**src/rtl/mac_enc_pkg.sv**
```systemverilog
// Shared definitions for the MAC TX encapsulator: header field offsets, frame limits,
// FSM encoding and the byte-wide CRC-32 step.
package mac_enc_pkg;

  localparam int unsigned DST_LSB       = 64;
  localparam int unsigned SRC_LSB       = 16;
  localparam int unsigned TYPE_LSB      = 0;
  localparam int unsigned PORT_LSB      = 112;
  localparam int unsigned PORT_W        = 2;
  localparam int unsigned FCS_OK_BIT    = 115;

  localparam int unsigned HDR_BYTES     = 14;
  localparam int unsigned MIN_FRAME_LEN = 60;
  localparam int unsigned MAX_FRAME_LEN = 1514;
  localparam int unsigned FCS_BYTES     = 4;
  localparam int unsigned CNT_W         = 11;
  localparam int unsigned NUM_PORTS     = 4;

  localparam logic [31:0] CRC_RESIDUE   = 32'hC704_DD7B;
  localparam logic [31:0] CRC_POLY_REFL = 32'hEDB8_8320;

  typedef enum logic [2:0] {
    ST_IDLE    = 3'd0,
    ST_HEADER  = 3'd1,
    ST_PAYLOAD = 3'd2,
    ST_PAD     = 3'd3,
    ST_FCS     = 3'd4,
    ST_DROP    = 3'd5,
    ST_END     = 3'd6
  } state_e;

  // Reflected CRC-32 (poly 0x04C11DB7), one byte, LSB first.
  function automatic logic [31:0] crc32_byte(input logic [31:0] crc_in, input logic [7:0] data);
    logic [31:0] c;
    c = crc_in ^ {24'h0, data};
    for (int i = 0; i < 8; i++) begin
      c = c[0] ? ((c >> 1) ^ CRC_POLY_REFL) : (c >> 1);
    end
    return c;
  endfunction

endpackage

```
**src/rtl/mac_enc_crc.sv**
```systemverilog
// Byte-per-cycle CRC-32 accumulator; init has priority over en.
module mac_enc_crc
  import mac_enc_pkg::*;
(
  input  logic        clk,
  input  logic        arst_n,
  input  logic        init,
  input  logic        en,
  input  logic [7:0]  din,
  output logic [31:0] crc
);

  always_ff @(posedge clk or negedge arst_n) begin
    if (!arst_n) begin
      crc <= '1;
    end else if (init) begin
      crc <= '1;
    end else if (en) begin
      crc <= crc32_byte(crc, din);
    end
  end

endmodule

```
**src/rtl/mac_enc.sv**
```systemverilog
// MAC TX encapsulator: header + body -> one of four PHY TX FIFOs with optional padding and FCS.
// Short-frame padding is compiled in with the MAC_ENC_PAD_EN macro.
module mac_enc
  import mac_enc_pkg::*;
#(
  parameter int unsigned HEADER_DWIDTH = 128
) (
  input  logic                     clk,
  input  logic                     arst_n,
  input  logic [HEADER_DWIDTH-1:0] h_fifo_dout,
  input  logic                     h_fifo_empty,
  output logic                     h_fifo_rden,
  input  logic [7:0]               b_fifo_dout,
  input  logic                     b_fifo_empty,
  input  logic                     b_fifo_del,
  output logic                     b_fifo_rden,
  output logic [7:0]               o_fifo_din,
  output logic [NUM_PORTS-1:0]     o_fifo_wren,
  output logic                     o_fifo_del,
  input  logic [NUM_PORTS-1:0]     o_fifo_afull
);

`ifdef MAC_ENC_PAD_EN
  localparam bit PAD_EN = 1'b1;
`else
  localparam bit PAD_EN = 1'b0;
`endif

  localparam int unsigned HDR_W   = HDR_BYTES * 8;
  localparam int unsigned HDR_MSB = TYPE_LSB + HDR_W - 1;

  state_e               state, state_nxt;
  logic [HDR_W-1:0]     hdr_q;
  logic [PORT_W-1:0]    port_q;
  logic [PORT_W-1:0]    port_in;
  logic [CNT_W-1:0]     byte_cnt;
  logic [1:0]           fcs_idx;
  logic [3:0]           hdr_idx;
  logic [31:0]          crc;
  logic                 fcs_ok_in;
  logic                 body_last;
  logic                 h_rden_nxt;
  logic                 wr_data;
  logic                 crc_init;
  logic                 del_nxt;
  logic [7:0]           din_nxt;
  logic [NUM_PORTS-1:0] wren_nxt;
  logic                 unused_hdr_bits;

  assign unused_hdr_bits = ^{h_fifo_dout[HEADER_DWIDTH-1:FCS_OK_BIT+1], h_fifo_dout[FCS_OK_BIT-1]};
  assign fcs_ok_in = h_fifo_dout[FCS_OK_BIT];
  assign port_in   = h_fifo_dout[PORT_LSB +: PORT_W];
  assign body_last = !b_fifo_empty && b_fifo_del;
  // Header is sent DST MSB first, so byte 0 sits at the top of hdr_q.
  assign hdr_idx   = 4'(HDR_BYTES - 1) - byte_cnt[3:0];

  always_ff @(posedge clk or negedge arst_n) begin
    if (!arst_n) state <= ST_IDLE;
    else         state <= state_nxt;
  end

  always_comb begin
    state_nxt = state;
    case (state)
      ST_IDLE: begin
        if (!h_fifo_empty) begin
          if (!fcs_ok_in)                   state_nxt = ST_DROP;
          else if (!o_fifo_afull[port_in]) state_nxt = ST_HEADER;
        end
      end
      ST_HEADER:  if (byte_cnt == CNT_W'(HDR_BYTES - 1)) state_nxt = ST_PAYLOAD;
      ST_PAYLOAD: begin
        if (body_last) begin
          if (PAD_EN && (byte_cnt < CNT_W'(MIN_FRAME_LEN - 1))) state_nxt = ST_PAD;
          else                                                   state_nxt = ST_FCS;
        end
      end
      ST_PAD:     if (byte_cnt == CNT_W'(MIN_FRAME_LEN - 1)) state_nxt = ST_FCS;
      ST_FCS:     if (fcs_idx == 2'(FCS_BYTES - 1)) state_nxt = ST_END;
      ST_DROP:    if (body_last) state_nxt = ST_END;
      ST_END:     state_nxt = ST_IDLE;
      default:    state_nxt = ST_END;
    endcase
  end

  always_comb begin
    h_rden_nxt  = 1'b0;
    b_fifo_rden = 1'b0;
    wr_data     = 1'b0;
    crc_init    = 1'b0;
    del_nxt     = 1'b0;
    din_nxt     = 8'h00;
    wren_nxt    = '0;
    case (state)
      ST_IDLE: begin
        if (!h_fifo_empty && (!fcs_ok_in || !o_fifo_afull[port_in])) begin
          h_rden_nxt = 1'b1;
          crc_init   = fcs_ok_in;
        end
      end
      ST_HEADER: begin
        wr_data  = 1'b1;
        din_nxt  = hdr_q[{hdr_idx, 3'd0} +: 8];
        wren_nxt = NUM_PORTS'(1) << port_q;
      end
      ST_PAYLOAD: begin
        if (!b_fifo_empty) begin
          b_fifo_rden = 1'b1;
          wr_data     = 1'b1;
          din_nxt     = b_fifo_dout;
          wren_nxt    = NUM_PORTS'(1) << port_q;
        end
      end
      ST_PAD: begin
        wr_data  = 1'b1;
        wren_nxt = NUM_PORTS'(1) << port_q;
      end
      ST_FCS: begin
        din_nxt  = ~crc[{fcs_idx, 3'd0} +: 8];
        wren_nxt = NUM_PORTS'(1) << port_q;
        del_nxt  = (fcs_idx == 2'(FCS_BYTES - 1));
      end
      ST_DROP: b_fifo_rden = !b_fifo_empty;
      default: ;
    endcase
  end

  // Registered outputs, latched header and frame counters.
  always_ff @(posedge clk or negedge arst_n) begin
    if (!arst_n) begin
      h_fifo_rden <= 1'b0;
      o_fifo_din  <= 8'h00;
      o_fifo_wren <= '0;
      o_fifo_del  <= 1'b0;
      hdr_q       <= '0;
      port_q      <= '0;
      byte_cnt    <= '0;
      fcs_idx     <= '0;
    end else begin
      h_fifo_rden <= h_rden_nxt;
      o_fifo_din  <= din_nxt;
      o_fifo_wren <= wren_nxt;
      o_fifo_del  <= del_nxt;
      if ((state == ST_IDLE) && (state_nxt != ST_IDLE)) begin
        hdr_q  <= h_fifo_dout[HDR_MSB:TYPE_LSB];
        port_q <= port_in;
      end
      if (wr_data && (byte_cnt != '1)) byte_cnt <= byte_cnt + CNT_W'(1);
      if (state == ST_FCS) fcs_idx <= fcs_idx + 2'd1;
      if (state == ST_END) begin
        hdr_q    <= '0;
        port_q   <= '0;
        byte_cnt <= '0;
        fcs_idx  <= '0;
      end
    end
  end

  mac_enc_crc u_crc (
    .clk    (clk),
    .arst_n (arst_n),
    .init   (crc_init),
    .en     (wr_data),
    .din    (din_nxt),
    .crc    (crc)
  );

endmodule

```
**config.mk**
```make
export PLATFORM = sky130hd
export DESIGN_NAME = mac_enc
export DESIGN_NICKNAME = d
export VERILOG_FILES = /design/src/rtl/mac_enc_pkg.sv /design/src/rtl/mac_enc_crc.sv /design/src/rtl/mac_enc.sv
export SDC_FILE = /design/constraint.sdc
export NUM_CORES = 1
export LEC_CHECK = 0
export ABC_AREA = 1
export CAP_MARGIN = 0
export CORE_MARGIN = 2
export CORE_UTILIZATION = 55
export CTS_CLUSTER_DIAMETER = 40
export DETAILED_ROUTE_END_ITERATION = 10
export PLACE_DENSITY = 0.82
export RECOVER_POWER = 100
export SLEW_MARGIN = 20
export SYNTH_ARGS = -nofsm -noshare
export SYNTH_HDL_FRONTEND = slang
export SYNTH_SLANG_ARGS = --single-unit
```
**constraint.sdc**
```tcl
create_clock -name clk -period 3.1 [get_ports clk]
set_clock_uncertainty 0.05 [all_clocks]
set_input_delay 0.31 -clock clk [delete_from_list [all_inputs] [get_ports clk]]
set_output_delay 0.31 -clock clk [all_outputs]
set_load 0.01 [all_outputs]
```
==> flow_metrics.py <==
metrics = {
    "outcome": {
        "outcome": "finished with violations",
        "violations": "capacitance limit, slew limit",
    },
    "die": {
        "initial_utilization_pct": 56.14,
        "row_count": 49,
        "ios": 160,
        "die_height_um": 139.4,
        "die-area_um2": 19440,
        "die_w_um": 139.4,
        "fp.coreArea_um2": 17960,
    },
    "clocking": {
        "cts_root_buf": "clkbuf_16",
        "cts_max_path_buffers": 2,
        "htreeDepth": 4,
        "cts_tree": "yes",
        "cts_buffers": 17,
        "clock_sinks": 176,
        "path_clk_slew_ns": 0.08,
        "clk_latency_ns": 0.45,
        "cts_setup_buffers": 0,
    },
    "timing": {
        "final_max_slew_viol_count": 82,
        "fin_tns_setup_ns": 0,
        "fin_crit_ns": 2.873,
        "rsz0062_at_grt": "false",
        "hold_slack_ns": 0.2792,
        "fmax_ghz": 0.3480,
        "setup_viol": 0,
        "slew_headroom_pct": -17.97,
        "fin_crit_sh_pct": 92.68,
        "worst_slack_ns": 0.2268,
        "finalHoldViolations": 0,
        "tightest_slew_ns": 1.769,
    },
    "worst_setup_path": {
        "r2r_cells": 16,
        "startpoint_type": "flip-flop",
        "path_delay_family": "simple AND/OR/NAND/NOR gates",
        "cp_common_cell": "nand2_1",
        "crit_required_ns": 3.43,
        "path_cells": "ha_2 > inv_1 > nand3_1 > nand3_1 > nand3_1 > nand2_1 > nand2_1 > nand2_2 > nand2_1 > nand3_1 > nand2_1 > clkinv_1 > nand2_1 > nand3_1 > nand2_1 > inv_1",
        "cp_data_arrival_time_ns": 3.20,
        "critPathKind": "flip-flop to flip-flop",
        "crit_path_top_delay_cell": "ha_2",
        "reg2reg_to": "u_crc.crc[24]",
        "reg2reg_setup_slack_ns": 0.23,
        "critPathBufInv": 3,
        "timing.rr.start": "byte_cnt[2]",
        "end_kind": "flip-flop",
        "critPathMaxStageDelay_ns": 0.49,
        "cp_max_fo": 9,
    },
    "job": {
        "cap_violations": 1,
    },
    "finish": {
        "diodes": 0,
        "drive_above_1_share_pct": 10.11,
        "layout_common_cells": "nand2_1, nand3_1, dfrtp_1",
        "area_growth_pct": 21.91,
        "nets": 1670,
        "layout_commonest_cell": "nand2_1",
    },
    "detailed_routing": {
        "drc": 0,
        "wire_per_inst_um": 16.37,
        "drtIter0Drc": 1090,
        "ant_nets": 0,
        "vias": 9798,
        "viasPerCell": 5.561,
        "first_pass_iters": 6,
        "wl_um": 28850,
    },
    "synthesis": {
        "syn-cell-area_um2": 10080,
        "ys_seq_area_share_pct": 44.07,
        "synth_area_per_cell_um2": 7.240,
        "synth_nets": 1543,
        "yosysWarningCount": 0,
        "netlist_instances": 1393,
        "ys_ff_latch": 176,
        "synth_cell_types": 41,
    },
    "pwr": {
        "p_int_mw": 7.781,
        "pwr-share-seq_pct": 26.0,
        "p_leak_nw": 6.159,
        "p_clk_share_pct": 15.1,
        "switchingPower_mw": 7.677,
        "combPwrFrac_pct": 58.9,
        "p_total_mw": 15.46,
        "swShare_pct": 49.67,
        "p_per_area_nw_per_um2": 1257,
        "vdd_drop_max_mv": 0.6478,
    },
    "global_routing": {
        "grt_remaining_overflow": 0,
        "grt_usage_pct": 30.32,
        "grt_start_max_net_pins": 82,
        "grt_pass1_vias": 9544,
        "grt_pass1_wl_um": 47090,
        "antenna_found_initial": 0,
    },
    "place": {
        "gp_congestion": 0.9514,
        "portBuffers": 146,
        "dp_slack_ns": 0.2317,
        "place_hpwl_um": 20190,
    },
    "min_path": {
        "min_path_type": "primary input to asynchronous set/reset pin",
    },
}
==> power by group through the flow <==
stage	sequential (mW)	clock [mW]	combinational (mW)
2_1_floorplan	3.89	0	6.78
3_3_place_gp	4.00	0	8.75
3_5_place_dp	4.05	0	9.00
4_1_cts	4.02	2.33	9.08
5_1_grt	4.13	2.43	10.2
6_report	4.02	2.33	9.11
==> cells in the mapped netlist (all sizes together) <==
cell type    n  share of area, %
nand4        2              0.12
a311oi       1             0.087
buf         48               3.2
nor4         1             0.062
o311ai       2              0.17
nor3         6              0.30
a21oi       31               1.6
xnor2        3              0.45
nor2        32               1.5
dfstp       32               8.3
and3         1             0.062
o221ai       1             0.087
clkbuf      19              0.71
inv        151               5.6
nand3      225                12
a211oi       3              0.22
nor3b        1              0.12
o211ai       2              0.15
ha           5              0.62
or2          5              0.31
dfrtp      144                36
a22oi        1             0.074
o21ai       98               4.9
o22ai       10              0.62
nand2      553                22
xor2        16               1.4
==> how the worst max path moves through the flow <==
stage | from | end | slack [ns] | cells after the start
4_1_cts | byte_cnt[2] | u_crc.crc[23] | 0.19 | 14
2_1_floorplan | byte_cnt[1] | u_crc.crc[19] | 0.80 | 18
3_5_place_dp | byte_cnt[2] | u_crc.crc[23] | 0.23 | 14
3_3_place_gp | byte_cnt[2] | u_crc.crc[19] | 0.27 | 14
5_1_grt | byte_cnt[2] | u_crc.crc[24] | 0.04 | 16
6_report | byte_cnt[2] | u_crc.crc[24] | 0.23 | 16
==> worst reg2reg max path, cell delays in order, from the launching register on <==
cell	delay (ns)
dfrtp_1	0.42
ha_2	0.49
inv_1	0.24
nand3_1	0.15
nand3_1	0.12
nand3_1	0.18
nand2_1	0.14
nand2_1	0.10
nand2_2	0.11
nand2_1	0.11
nand3_1	0.08
nand2_1	0.17
clkinv_1	0.11
nand2_1	0.07
nand3_1	0.13
nand2_1	0.10
inv_1	0.04
==> sequential cells by signal (all words and copies together), names as in the netlist <==
| name | flops |
|---|---|
| o_fifo_din | 8 |
| port_q | 2 |
| hdr_q | 112 |
| o_fifo_del | 1 |
| h_fifo_rden | 1 |
| u_crc.crc | 32 |
| o_fifo_wren | 4 |
| byte_cnt | 11 |
| fcs_idx | 2 |
| state | 3 |
==> metal layers <==
| layer | GRT usage (%) | share of wire [%] | vias to the layer above |
|---|---|---|---|
| li1 | - | - | 4671 |
| met1 | 41.20 | 42 | 4618 |
| met2 | 49.05 | 48 | 448 |
| met3 | 4.405 | 7.5 | 61 |
| met4 | 12.65 | 3.1 | 0 |
| met5 | 0 | 0 | - |
==> stage by stage <==
stage | cells | util, % | instance area (um^2)
floorplan | 1393 | - | 10080
global placement | 1729 | 65.35 | 11740
detailed placement | 1729 | 65.35 | 11740
CTS | 1762 | 68.94 | 12380
global route | 1762 | 68.44 | 12290
finish | 1762 | 68.44 | 12290
==> cells by family (layout without fill, tap and decap cells) <==
group	after synthesis	count (layout)	synth area share, %
AOI/OAI and AO/OA	149	149	7.854
adders and majority gates	5	5	0.6203
buffers and inverters	218	358	9.479
DFF	176	176	44.07
xor gates and xnor gates	19	19	1.836
and+or+nand+nor	826	826	36.14
==> layout make-up <==
cell class	instances	area [um^2]
clock buffers	18	439.2
multi-input cells	999	4667
clock inverters	14	195.2
fillers	1507	5669
well taps	229	286.5
flip-flops and latches	176	4446
repair buffers	175	1694
inverters	151	566.8
==> what timing repair did <==
| item | CTS | global route |
|---|---|---|
| hold buffers | 1 | 0 |
| endpoints found under the setup margin | 0 | 1 |
| gates resized for setup | 0 | 1 |
| endpoints found under the hold margin | 22 | 0 |
No activity file was read; power rests on OpenSTA's default activity.
